===== config.mk =====
export PLATFORM = sky130hd
export DESIGN_NAME = jt7759_seq
export DESIGN_NICKNAME = d
export VERILOG_FILES = /design/src/rtl/jt7759_seq.sv
export SDC_FILE = /design/constraint.sdc
export NUM_CORES = 1
export LEC_CHECK = 0
export ABC_AREA = 1
export ABC_CLOCK_PERIOD_IN_PS = 4330
export CORE_MARGIN = 1
export CORE_UTILIZATION = 50
export CTS_BUF_LIST = sky130_fd_sc_hd__clkbuf_16
export DETAILED_ROUTE_END_ITERATION = 12
export MAX_ROUTING_LAYER = met4
export PLACE_DENSITY = 0.72
export SLEW_MARGIN = 20
export SYNTH_ARGS = -nofsm -noshare
export SYNTH_HDL_FRONTEND = slang
export SYNTH_SLANG_ARGS = --single-unit

===== constraint.sdc =====
create_clock -name i_clk -period 4.33 [get_ports i_clk]
set_input_delay 0.433 -clock i_clk [delete_from_list [all_inputs] [get_ports i_clk]]
set_output_delay 0.433 -clock i_clk [all_outputs]
set_load 0.1 [all_outputs]

===== src/rtl/jt7759_seq.sv =====
`default_nettype none
// ============================================================================
// Module   : jt7759_seq
// Purpose  : Phrase sequencer for the JT7759 ADPCM path. On a host start it
//            reads the phrase pointer from the ROM header, then walks the
//            phrase command stream, pulling bytes through the data-FIFO
//            control interface and handing nibbles to the ADPCM decoder.
// Ports    : i_clk, i_rstn        clock, async active-low reset
//            i_cen_ctl            control clock enable (shared with FIFO)
//            i_cen_dec            decoder sample strobe, one nibble per tick
//            i_st, i_phrase       host start pulse and phrase number
//            o_busyn, o_err       host status
//            o_ctrl_busyn         high flushes FIFO, falling edge loads addr
//            o_ctrl_addr          ROM byte address for the next fetch run
//            o_ctrl_cs            byte request; i_ctrl_ok/i_ctrl_din answer
//            o_dec_rst            decoder state reset
//            o_dec_en, o_dec_nibble  one-clk nibble strobe and nibble
// Revision : 1.0 - initial release
// ============================================================================
module jt7759_seq #(
  parameter int SIL_UNIT  = 32,  // cen_dec ticks per silence unit
  parameter int JUMP_HOLD = 2    // cen_ctl ticks ctrl_busyn held high on a jump
) (
  input  logic        i_clk,
  input  logic        i_rstn,
  input  logic        i_cen_ctl,
  input  logic        i_cen_dec,
  input  logic        i_st,
  input  logic [7:0]  i_phrase,
  output logic        o_busyn,
  output logic        o_err,
  output logic        o_ctrl_busyn,
  output logic [16:0] o_ctrl_addr,
  output logic        o_ctrl_cs,
  input  logic [7:0]  i_ctrl_din,
  input  logic        i_ctrl_ok,
  output logic        o_dec_rst,
  output logic        o_dec_en,
  output logic [3:0]  o_dec_nibble
);

  localparam logic [2:0] c_ST_IDLE = 3'd0;
  localparam logic [2:0] c_ST_JMP  = 3'd1;
  localparam logic [2:0] c_ST_HDR  = 3'd2;
  localparam logic [2:0] c_ST_PTR  = 3'd3;
  localparam logic [2:0] c_ST_CMD  = 3'd4;
  localparam logic [2:0] c_ST_LEN  = 3'd5;
  localparam logic [2:0] c_ST_SIL  = 3'd6;
  localparam logic [2:0] c_ST_PLAY = 3'd7;

  // Silence counter must hold 63*SIL_UNIT; never narrower than 12 bits.
  localparam int c_SIL_BITS = $clog2(63 * SIL_UNIT + 1);
  localparam int c_SW = (c_SIL_BITS > 12) ? c_SIL_BITS : 12;
  localparam int c_HW = (JUMP_HOLD > 1) ? $clog2(JUMP_HOLD) : 1;
  localparam logic [c_HW-1:0] c_HOLD_LAST = c_HW'(JUMP_HOLD - 1);

  logic [2:0]      r_state, w_state_nxt;
  logic [2:0]      r_jret, w_jret;
  logic            w_jump;
  logic [16:0]     w_jaddr;
  logic            w_take, w_issue, w_want;
  logic            w_busyn, w_ctrl_busyn;

  logic [7:0]      r_phrase;
  logic            r_err;
  logic [16:0]     r_addr;
  logic            r_cs;
  logic [c_HW-1:0] r_hold;
  logic [7:0]      r_ptr_hi;
  logic            r_ptr_lo;
  logic [8:0]      r_cnt;
  logic [c_SW-1:0] r_sil;
  logic [c_SW-1:0] w_sil_load;
  logic [7:0]      r_buf;
  logic            r_bvalid;
  logic            r_lo;
  logic            r_dec_rst;
  logic            r_dec_en;
  logic [3:0]      r_dec_nib;

  assign w_take     = r_cs & i_ctrl_ok;
  assign w_issue    = (r_state == c_ST_PLAY) & i_cen_dec & r_bvalid;
  assign w_sil_load = c_SW'(i_ctrl_din[5:0]) * c_SW'(SIL_UNIT);

  // ---------------------------------------------------------------- state reg
  always_ff @(posedge i_clk or negedge i_rstn) begin
    if (!i_rstn) r_state <= c_ST_IDLE;
    else         r_state <= w_state_nxt;
  end

  // --------------------------------------------------------------- next state
  // A jump always detours through JMP, which returns to w_jret once the
  // FIFO flush hold has elapsed. A host start overrides everything else.
  always_comb begin
    w_state_nxt = r_state;
    w_jump      = 1'b0;
    w_jaddr     = r_addr;
    w_jret      = r_jret;
    if (i_st) begin
      w_jump  = 1'b1;
      w_jaddr = 17'd0;
      w_jret  = c_ST_HDR;
    end else begin
      case (r_state)
        c_ST_JMP:
          if (i_cen_ctl && (r_hold == c_HOLD_LAST)) w_state_nxt = r_jret;
        c_ST_HDR:
          if (w_take) begin
            if (r_phrase > i_ctrl_din) begin
              w_state_nxt = c_ST_IDLE;
            end else begin
              w_jump  = 1'b1;
              w_jaddr = 17'd5 + {8'd0, r_phrase, 1'b0};
              w_jret  = c_ST_PTR;
            end
          end
        c_ST_PTR:
          if (w_take && r_ptr_lo) begin
            w_jump  = 1'b1;
            w_jaddr = {r_ptr_hi, i_ctrl_din, 1'b0};
            w_jret  = c_ST_CMD;
          end
        c_ST_CMD:
          if (w_take) begin
            case (i_ctrl_din[7:6])
              2'b00:   w_state_nxt = (i_ctrl_din[5:0] == 6'd0) ? c_ST_IDLE : c_ST_SIL;
              2'b01:   w_state_nxt = c_ST_PLAY;
              2'b10:   w_state_nxt = c_ST_LEN;
              default: w_state_nxt = c_ST_IDLE;
            endcase
          end
        c_ST_LEN:
          if (w_take) w_state_nxt = c_ST_PLAY;
        c_ST_SIL:
          if (i_cen_dec && (r_sil == c_SW'(1))) w_state_nxt = c_ST_CMD;
        c_ST_PLAY:
          if (w_issue && (r_cnt == 9'd1)) w_state_nxt = c_ST_CMD;
        default: ;
      endcase
    end
    if (w_jump) w_state_nxt = c_ST_JMP;
  end

  // ------------------------------------------------------------------ outputs
  // In PLAY a new byte is requested only once the buffer has been fully
  // consumed, so no byte past the last needed nibble is ever fetched.
  always_comb begin
    w_busyn      = (r_state == c_ST_IDLE);
    w_ctrl_busyn = (r_state == c_ST_IDLE) || (r_state == c_ST_JMP);
    w_want       = 1'b0;
    case (r_state)
      c_ST_HDR, c_ST_PTR, c_ST_CMD, c_ST_LEN: w_want = 1'b1;
      c_ST_PLAY:                              w_want = ~r_bvalid;
      default:                                w_want = 1'b0;
    endcase
  end

  assign o_busyn      = w_busyn;
  assign o_ctrl_busyn = w_ctrl_busyn;
  assign o_err        = r_err;
  assign o_ctrl_addr  = r_addr;
  assign o_ctrl_cs    = r_cs;
  assign o_dec_rst    = r_dec_rst;
  assign o_dec_en     = r_dec_en;
  assign o_dec_nibble = r_dec_nib;

  // ----------------------------------------------------------------- datapath
  always_ff @(posedge i_clk or negedge i_rstn) begin
    if (!i_rstn) begin
      r_phrase  <= 8'd0;
      r_err     <= 1'b0;
      r_addr    <= 17'd0;
      r_cs      <= 1'b0;
      r_hold    <= '0;
      r_jret    <= c_ST_IDLE;
      r_ptr_hi  <= 8'd0;
      r_ptr_lo  <= 1'b0;
      r_cnt     <= 9'd0;
      r_sil     <= '0;
      r_buf     <= 8'd0;
      r_bvalid  <= 1'b0;
      r_lo      <= 1'b0;
      r_dec_rst <= 1'b1;
      r_dec_en  <= 1'b0;
      r_dec_nib <= 4'd0;
    end else begin
      r_dec_en <= 1'b0;

      if (w_jump) begin
        r_addr   <= w_jaddr;
        r_hold   <= '0;
        r_jret   <= w_jret;
        r_ptr_lo <= 1'b0;
      end else if ((r_state == c_ST_JMP) && i_cen_ctl) begin
        r_hold <= r_hold + c_HW'(1);
      end

      if (i_st) begin
        r_phrase  <= i_phrase;
        r_err     <= 1'b0;
        r_cs      <= 1'b0;
        r_bvalid  <= 1'b0;
        r_dec_rst <= 1'b1;
      end else begin
        // Dropping cs on capture and re-raising only from a low cs gives
        // at least one idle clk between requests.
        if (w_take)      r_cs <= 1'b0;
        else if (w_want) r_cs <= 1'b1;

        case (r_state)
          c_ST_HDR:
            if (w_take && (r_phrase > i_ctrl_din)) r_err <= 1'b1;
          c_ST_PTR:
            if (w_take && !r_ptr_lo) begin
              r_ptr_hi <= i_ctrl_din;
              r_ptr_lo <= 1'b1;
            end
          c_ST_CMD:
            if (w_take) begin
              r_bvalid <= 1'b0;
              r_lo     <= 1'b0;
              case (i_ctrl_din[7:6])
                2'b00: begin
                  r_sil     <= w_sil_load;
                  r_dec_rst <= 1'b1;
                end
                2'b01: begin
                  r_cnt     <= 9'd256;
                  r_dec_rst <= 1'b0;
                end
                2'b10:   r_dec_rst <= 1'b0;
                default: r_dec_rst <= 1'b1;
              endcase
            end
          c_ST_LEN:
            if (w_take) r_cnt <= {1'b0, i_ctrl_din} + 9'd1;
          c_ST_SIL:
            if (i_cen_dec) r_sil <= r_sil - c_SW'(1);
          c_ST_PLAY: begin
            // A byte captured on a cen_dec clk is only seen by the next
            // tick because w_issue looks at the old r_bvalid.
            if (w_take) begin
              r_buf    <= i_ctrl_din;
              r_bvalid <= 1'b1;
              r_lo     <= 1'b0;
            end
            if (w_issue) begin
              r_dec_en  <= 1'b1;
              r_dec_nib <= r_lo ? r_buf[3:0] : r_buf[7:4];
              r_cnt     <= r_cnt - 9'd1;
              r_lo      <= ~r_lo;
              // last nibble of the run drops any unused low nibble
              if (r_lo || (r_cnt == 9'd1)) r_bvalid <= 1'b0;
            end
          end
          default: ;
        endcase

        if ((w_state_nxt == c_ST_IDLE) && (r_state != c_ST_IDLE)) begin
          r_dec_rst <= 1'b1;
          r_cs      <= 1'b0;
        end
      end
    end
  end

endmodule
`default_nettype wire


==> results.md, run 1 <==
## Timing
• number of hold violations in the final report: 0
• final clock skew: 4.970 ps
• final-layout setup total negative slack: 0 ps
• count of final max-slew check failures: 0
• actual slew at the worst max-slew pin: 969.0 ps
• minimum period implied by the final worst setup slack: 2870 ps
• share of the cycle needed by the critical path after routing: 66.28%
• worst slew margin relative to its limit: 35.20%
• unrepaired setup endpoints after global routing: no
• Setup violations, final: 0
• Fmax achieved: 0.3484 GHz
• WHS: 106.9 ps

## GRT
• via count of the first global-routing pass: 3835
• met1 Usage GRT: 33.43%
• highest-utilization routing layer at the global route stage: met2
• met3 Resource Use GR: 4.118%
• wire length of the first global-routing pass: 18.97 mm
• met2 Usage GRT: 43.39%
• antenna violations before repair: 0
• pin count of the biggest net entering global routing: 80
• All-Layer GR Usage: 26.62%
• gr ovfl total: 0

## Clock network
• CTS buffer count: 9
• number of sinks driven by the clock tree: 79
• post-CTS setup buffer count: 0
• clock root cell: sky130_fd_sc_hd__clkbuf_16
• CTS tree: yes
• H-tree depth: 3
• Worst-path clk slew: 70 ps
• number of buffers on the longest clock path: 2
• Worst-Skew Late Latency: 340 ps
• CTS hold repair buffers: 0
• cells resized by post-CTS repair: 0

## Place
• final weighted congestion in routability-driven placement: 0.8905
• Port Buffers: 48
• post-detail-place hpwl: 8.283 mm

## Route
• DRC violation total after the first TritonRoute iteration: 191
• drc violations: 0
• vias per inst: 5.450
• number of iterations in the first detailed-routing pass: 5
• overall via count from detail_route: 3962
• wire length per cell: 15.52 um
• Post-DRT Antenna Nets: 0
• drt total wl: 11.28 mm

## Final layout
• Area growth, synth to finish: 17.96%
• total area of multi-input combinational cells: 2155 um2
• register area: 1978 um2
• number of nets at the end of the flow: 655
• share of cells above drive strength 1: 9.047%
• core utilization of the finished layout: 60.77%
• fillcell total: 794
• diodes inserted: 0

## Floorplanning
• total die area: 9369 um2
• die width: 96.80 um
• Die Span Y: 96.80 um
• Std-Cell Rows: 34
• total I/O pin count: 49
• initial core utilization: 51.52%
• core area: 8721 um2

## Worst hold path
• class of the tightest hold or removal check: in -> async

## Worst setup path
• slack of the worst reg-to-reg path: 2070 ps
• slowest CP cell: sky130_fd_sc_hd__clkdlybuf4s50_1
• most common cell type on the critical path: sky130_fd_sc_hd__nor2_1
• startpoint class of the critical path: register
• chain of cells forming the critical path: nor2_1, inv_1, nor2_1, clkdlybuf4s50_1
• critical path class: reg -> out
• reg-to-reg endpoint: o_ctrl_cs$_DFFE_PN0P_
• crit-path max cell delay: 1170 ps
• worst path bufs/invs: 2
• element type at the critical path end: output port
• depth of the worst register-to-register path: 11
• worst path arrival time: 2440 ps
• origin of the critical flop-to-flop path: r_state[2]$_DFF_PN0_
• data required time of the critical path: 3900 ps
• Crit Path Max Fanout: 8
• CP top delay family: buffers and inverters

## Synth
• EDFF count, synth: 0
• synthesized area per cell: 7.910 um2
• number of synthesized register bits: 79
• cell count after synthesis: 568
• Yosys warning total: 0
• top_reg_cell synth: sky130_fd_sc_hd__dfrtp_1
• Unique masters post-synth: 46
• combined area of all synthesized cells: 4493 um2
• Seq/Total Area, Yosys: 44.03%
• Synth Net Count: 609
• FFs w/ async S/R, synth: 100.0%

## Power
• PD cells: 378.7 nW/um2
• Worst VDD drop: 0.1716 mV
• Leakage: 2.525 nW

## Status
• status: completed

## Flow run
• # Max-Cap Violations: 0

metal layers:
layer / routed length (um) / vias to the layer above
li1: - / 1942
met1: 5096 / 1903
met2: 5457 / 91
met3: 429 / 26
met4: 299 / 0
met5: 0 / -
through the flow:
| step | instances | power (mW) | setup WS (ps) | cell area [um2] |
|---|---|---|---|---|
| after global placement | 711 | 1.279 | 1307 | 5015 |
| after global routing | 727 | 2.093 | 1379 | 5300 |
| after CTS | 727 | 2.016 | 1480 | 5296 |
| after detailed placement | 711 | 1.289 | 1209 | 5015 |
| after floorplan | 568 | 1.157 | 1816 | 4493 |
| final | 727 | 2.007 | 1460 | 5300 |
placed cells by master (no fill, tap or decap), types with 2 or more instances in the layout:
cell and n:
sky130_fd_sc_hd__nand2_1 149, sky130_fd_sc_hd__dfrtp_1 78, sky130_fd_sc_hd__nor2_1 61, sky130_fd_sc_hd__inv_1 59, sky130_fd_sc_hd__clkdlybuf4s50_1 47, sky130_fd_sc_hd__o21ai_0 40, sky130_fd_sc_hd__nand3_1 33, sky130_fd_sc_hd__ha_1 19
sky130_fd_sc_hd__a21oi_1 16, sky130_fd_sc_hd__nand2_2 9, sky130_fd_sc_hd__clkbuf_16 9, sky130_fd_sc_hd__nor3_1 8, sky130_fd_sc_hd__inv_2 7, sky130_fd_sc_hd__o31ai_1 6, sky130_fd_sc_hd__xor2_1 6, sky130_fd_sc_hd__o21ai_1 6
sky130_fd_sc_hd__nand4_1 5, sky130_fd_sc_hd__o211ai_1 5, sky130_fd_sc_hd__o22ai_1 5, sky130_fd_sc_hd__a31oi_1 5, sky130_fd_sc_hd__nor2_2 4, sky130_fd_sc_hd__nor2_4 4, sky130_fd_sc_hd__nand3_2 3, sky130_fd_sc_hd__a22oi_1 3
sky130_fd_sc_hd__clkinv_1 2, sky130_fd_sc_hd__nand2_4 2, sky130_fd_sc_hd__a32o_1 2, sky130_fd_sc_hd__clkinv_4 2, sky130_fd_sc_hd__clkinv_2 2, sky130_fd_sc_hd__inv_6 2
cells in the mapped netlist (2+ instances only):
master                     count  area share, %
sky130_fd_sc_hd__a21oi_1      16            1.8
sky130_fd_sc_hd__a22oi_1       3           0.50
sky130_fd_sc_hd__a31oi_1       5           0.70
sky130_fd_sc_hd__a32o_1        2           0.45
sky130_fd_sc_hd__buf_4         6            1.0
sky130_fd_sc_hd__buf_6         3           0.75
sky130_fd_sc_hd__clkbuf_1      4           0.33
sky130_fd_sc_hd__clkinv_1      2           0.17
sky130_fd_sc_hd__dfrtp_1      78             43
sky130_fd_sc_hd__ha_1         19            5.3
sky130_fd_sc_hd__inv_1        59            4.9
sky130_fd_sc_hd__inv_2         7           0.58
sky130_fd_sc_hd__nand2_1     149             12
sky130_fd_sc_hd__nand2_2       9            1.3
sky130_fd_sc_hd__nand2_4       2           0.50
sky130_fd_sc_hd__nand3_1      33            3.7
sky130_fd_sc_hd__nand3_2       3           0.67
sky130_fd_sc_hd__nand4_1       5           0.70
sky130_fd_sc_hd__nor2_1       61            5.1
sky130_fd_sc_hd__nor2_2        4           0.56
sky130_fd_sc_hd__nor2_4        4            1.0
sky130_fd_sc_hd__nor3_1        8           0.89
sky130_fd_sc_hd__o211ai_1      5           0.84
sky130_fd_sc_hd__o21ai_0      40            4.5
sky130_fd_sc_hd__o21ai_1       6           0.67
sky130_fd_sc_hd__o22ai_1       5           0.70
sky130_fd_sc_hd__o31ai_1       6            1.0
sky130_fd_sc_hd__xor2_1        6            1.2
area by class of cell:
cell class,instances,share of cell area (%)
clock inverter,7,1.062
timing repair buffer,49,9.230
multi-input combinational,406,40.65
clock buffer,9,4.249
tap,108,2.550
sequential,79,37.32
inverter,69,4.934
cell families (layout without fill, tap and decap cells):
family          count (synthesis)  in the layout  synth area share, %
compound gates                 98             98                13.53
flops                          79             79                44.03
simple gates                  282            282                27.76
buf+inv                        83            134                8.020
fa+ha+maj                      19             19                5.291
xor+xnor                        7              7                1.365
how the worst max path moves through the flow:
stage                               from                    end  slack (ps)  cells after the start
finish              r_state[0]$_DFF_PN0_                o_busyn        1460                      4
global route               i_ctrl_din[7]  o_ctrl_cs$_DFFE_PN0P_        1380                     15
CTS                 r_state[0]$_DFF_PN0_                o_busyn        1480                      4
detailed placement         i_ctrl_din[6]  o_ctrl_cs$_DFFE_PN0P_        1210                     15
global placement           i_ctrl_din[6]  o_ctrl_cs$_DFFE_PN0P_        1310                     15
floorplan           r_state[0]$_DFF_PN0_  o_ctrl_cs$_DFFE_PN0P_        1820                      9
flip-flops by register name (all words and copies together) (netlist names), 3 cells and up:
signal and flops:
r_cnt 9, r_sil 12, r_ptr_hi 8, r_jret 3
r_phrase 8, o_dec_nibble 4, r_buf 8, r_state 3
o_ctrl_addr 16
where the power goes:
group	internal, mW	switching (mW)	total (mW)
Combinational	0.119	0.299	0.418
Sequential	0.808	0.0496	0.858
Clock	0.397	0.334	0.731
Total	1.32	0.683	2.01
No activity file was read; power rests on OpenSTA's default activity.
==> run 2, diff against run 1 <==
--- a/config.mk
+++ b/config.mk
@@ -6,7 +6,7 @@
 export NUM_CORES = 1
 export LEC_CHECK = 0
 export ABC_AREA = 1
-export ABC_CLOCK_PERIOD_IN_PS = 4330
+export ABC_CLOCK_PERIOD_IN_PS = 2900
 export CORE_MARGIN = 1
 export CORE_UTILIZATION = 50
 export CTS_BUF_LIST = sky130_fd_sc_hd__clkbuf_16
==> constraint.sdc (replaced) <==
create_clock -name i_clk -period 2.9 [get_ports i_clk]
set_input_delay 0.29 -clock i_clk [delete_from_list [all_inputs] [get_ports i_clk]]
set_output_delay 0.29 -clock i_clk [all_outputs]
set_load 0.1 [all_outputs]
==> results.md, run 2 (same netlist as run 1, synthesis figures left out) <==
## Status
• status: complete, but fails checks
• violated checks: negative hold slack

## Final layout
• number of nets at the end of the flow: 666, +1.7%
• diodes inserted: 0, unchanged
• share of cells above drive strength 1: 14.92%, +5.9 points
• Area growth, synth to finish: 18.82%
• most used cells in the layout excluding fill and tap cells: sky130_fd_sc_hd__nand2_1 (149), sky130_fd_sc_hd__dfrtp_1 (78), sky130_fd_sc_hd__nor2_1 (61), sky130_fd_sc_hd__inv_1 (59), sky130_fd_sc_hd__o21ai_0 (40)
• number of flip-flops under the largest register name: 16, unchanged
• most common cell after layout, fill and taps aside: sky130_fd_sc_hd__nand2_1
• cell area after layout: 5339 um2, +0.73%

## GRT
• antenna violations before repair: 0, unchanged
• pin count of the biggest net entering global routing: 80, unchanged
• wire length of the first global-routing pass: 19.00 mm, +0.14%
• gr ovfl total: 0, unchanged
• via count of the first global-routing pass: 3877, +1.1%
• All-Layer GR Usage: 26.45%, -0.17 points

## Worst setup path
• reg-to-reg endpoint: o_ctrl_cs$_DFFE_PN0P_
• Crit Path Max Fanout: 23, +15
• slack of the worst reg-to-reg path: 670 ps, -1400 ps
• worst path arrival time: 2710 ps, +270 ps
• data required time of the critical path: 3170 ps, -730 ps
• element type at the critical path end: register
• startpoint class of the critical path: primary input
• depth of the worst register-to-register path: 11, unchanged
• origin of the critical flop-to-flop path: r_state[2]$_DFF_PN0_
• critical path class: in -> reg

## Timing
• minimum setup slack in the final design: 461.7 ps, -998.3 ps
• minimum period implied by the final worst setup slack: 2438 ps
• share of the cycle needed by the critical path after routing: 84.08%
• WHS: -6.794 ps, -113.7 ps
• final-layout setup total negative slack: 0 ps, unchanged
• actual slew at the worst max-slew pin: 719.4 ps, -249.6 ps
• unrepaired setup endpoints after global routing: no
• number of hold violations in the final report: 7, +7
• worst slew margin relative to its limit: 52.04%, +17 points
• count of final max-slew check failures: 0, unchanged
• Fmax achieved: 0.4101 GHz
• Setup violations, final: 0, unchanged
• final clock skew: 8.786 ps, +3.816 ps

## Floorplanning
• die width: 96.80 um, unchanged
• Std-Cell Rows: 34, unchanged
• Die Span Y: 96.80 um, unchanged
• core area: 8721 um2, unchanged
• total I/O pin count: 49, unchanged
• total die area: 9369 um2, unchanged
• initial core utilization: 51.52%, unchanged

## Worst hold path
• class of the tightest hold or removal check: in -> async

## Power
• share of total power in the clock network: 37.7%, +1.3 points
• Comb pwr share: 20.4%, -0.4 points
• switching power share of the total: 32.73%, -1.3 points
• PD cells: 574.3 nW/um2, +52%
• Pint: 2.063 mW, +56%
• part of the power in registers: 41.9%, -0.8 points
• Leakage: 2.631 nW, +4.2%
• Worst VDD drop: 0.2726 mV, +59%
• switching component of the power: 1.003 mW, +47%

## Clock network
• clock root cell: sky130_fd_sc_hd__clkbuf_16
• CTS buffer count: 9, unchanged
• CTS hold repair buffers: 0, unchanged
• Worst-Skew Late Latency: 330 ps, about the same
• Worst-path clk slew: 60 ps, about the same
• post-CTS setup buffer count: 0, unchanged
• H-tree depth: 3, unchanged
• cells resized by post-CTS repair: 0, unchanged
• number of buffers on the longest clock path: 2, unchanged
• number of sinks driven by the clock tree: 79, unchanged
• CTS tree: yes

## Route
• Post-DRT Antenna Nets: 0, unchanged
• overall via count from detail_route: 3963, +0.025%
• drt total wl: 11.55 mm, +2.4%
• wire length per cell: 15.66 um, +0.88%
• number of iterations in the first detailed-routing pass: 7, +2
• vias per inst: 5.370, -1.5%
• drc violations: 0, unchanged
• DRC violation total after the first TritonRoute iteration: 192, +0.52%

## Place
• final weighted congestion in routability-driven placement: 0.8927, +0.25%
• Port Buffers: 48, unchanged
• area post-placement: 5030 um2, +0.30%
• Worst Setup Slack post-DPL: 170.8 ps, -1038 ps
• post-detail-place hpwl: 8.595 mm, +3.8%

## Flow run
• # Max-Cap Violations: 0, unchanged

## run 2: metrics by stage
| step | hold WS, ps | instances | power [mW] | utilization, % |
|---|---|---|---|---|
| floorplan | -5.591 | 568 | 1.728 | - |
| global route | 54.97 | 738 | 3.192 | 61.22 |
| finish | -6.794 | 738 | 3.066 | 61.22 |
| global placement | 454.9 | 722 | 1.915 | 57.68 |
| detailed placement | 461.7 | 722 | 1.926 | 57.68 |
| CTS | 162.8 | 738 | 3.079 | 61.18 |
## run 2: power by group through the flow
| stage | clock (mW) | sequential, mW | combinational [mW] |
|---|---|---|---|
| after floorplan | 0 | 1.45 | 0.279 |
| final | 1.16 | 1.29 | 0.626 |
| after global routing | 1.22 | 1.30 | 0.679 |
| after detailed placement | 0 | 1.30 | 0.624 |
| after global placement | 0 | 1.30 | 0.615 |
| after CTS | 1.17 | 1.28 | 0.626 |
## run 2: how the worst max path moves through the flow
| stage | cells after the start | start | slack, ps | to |
|---|---|---|---|---|
| 2_1_floorplan | 9 | r_state[0]$_DFF_PN0_ | 390 | o_ctrl_cs$_DFFE_PN0P_ |
| 3_3_place_gp | 17 | i_ctrl_din[2] | 240 | o_ctrl_cs$_DFFE_PN0P_ |
| 3_5_place_dp | 17 | i_ctrl_din[2] | 170 | o_ctrl_cs$_DFFE_PN0P_ |
| 4_1_cts | 17 | i_ctrl_din[2] | 500 | o_ctrl_cs$_DFFE_PN0P_ |
| 5_1_grt | 17 | i_ctrl_din[2] | 300 | o_ctrl_cs$_DFFE_PN0P_ |
| 6_report | 17 | i_ctrl_din[2] | 460 | o_ctrl_cs$_DFFE_PN0P_ |
## run 2: cell type report
type | count | area (um2)
Sequential cell | 79 | 1978
Tap cell | 108 | 135.1
Timing Repair Buffer | 60 | 504.2
Clock buffer | 9 | 225.2
Multi-Input combinational cell | 406 | 2155
Fill cell | 804 | 3382
Clock inverter | 7 | 80.08
Inverter | 69 | 261.5
## run 2: worst max-delay path: stages
cell	delay (ps)
sky130_fd_sc_hd__clkdlybuf4s50_1	590
sky130_fd_sc_hd__inv_1	170
sky130_fd_sc_hd__ha_1	310
sky130_fd_sc_hd__nand2_1	50
sky130_fd_sc_hd__inv_1	70
sky130_fd_sc_hd__nand2_1	60
sky130_fd_sc_hd__nand2_1	60
sky130_fd_sc_hd__nand2_1	50
sky130_fd_sc_hd__nand2_1	70
sky130_fd_sc_hd__nand2_1	80
sky130_fd_sc_hd__nand3_2	110
sky130_fd_sc_hd__nand2_2	130
sky130_fd_sc_hd__inv_2	340
sky130_fd_sc_hd__nand2_2	110
sky130_fd_sc_hd__nand2_2	90
sky130_fd_sc_hd__nand2_2	50
sky130_fd_sc_hd__nor2_2	70
## run 2: layer usage
layer | routed length, um | part of all wire [%] | up-vias | global-route usage (%)
li1 | - | - | 1968 | -
met5 | 0 | 0 | - | -
met2 | 5710 | 49 | 127 | 42.90
met1 | 5194 | 45 | 1856 | 34.58
met3 | 552 | 4.8 | 12 | 4.841
met4 | 97 | 0.84 | 0 | 6.200
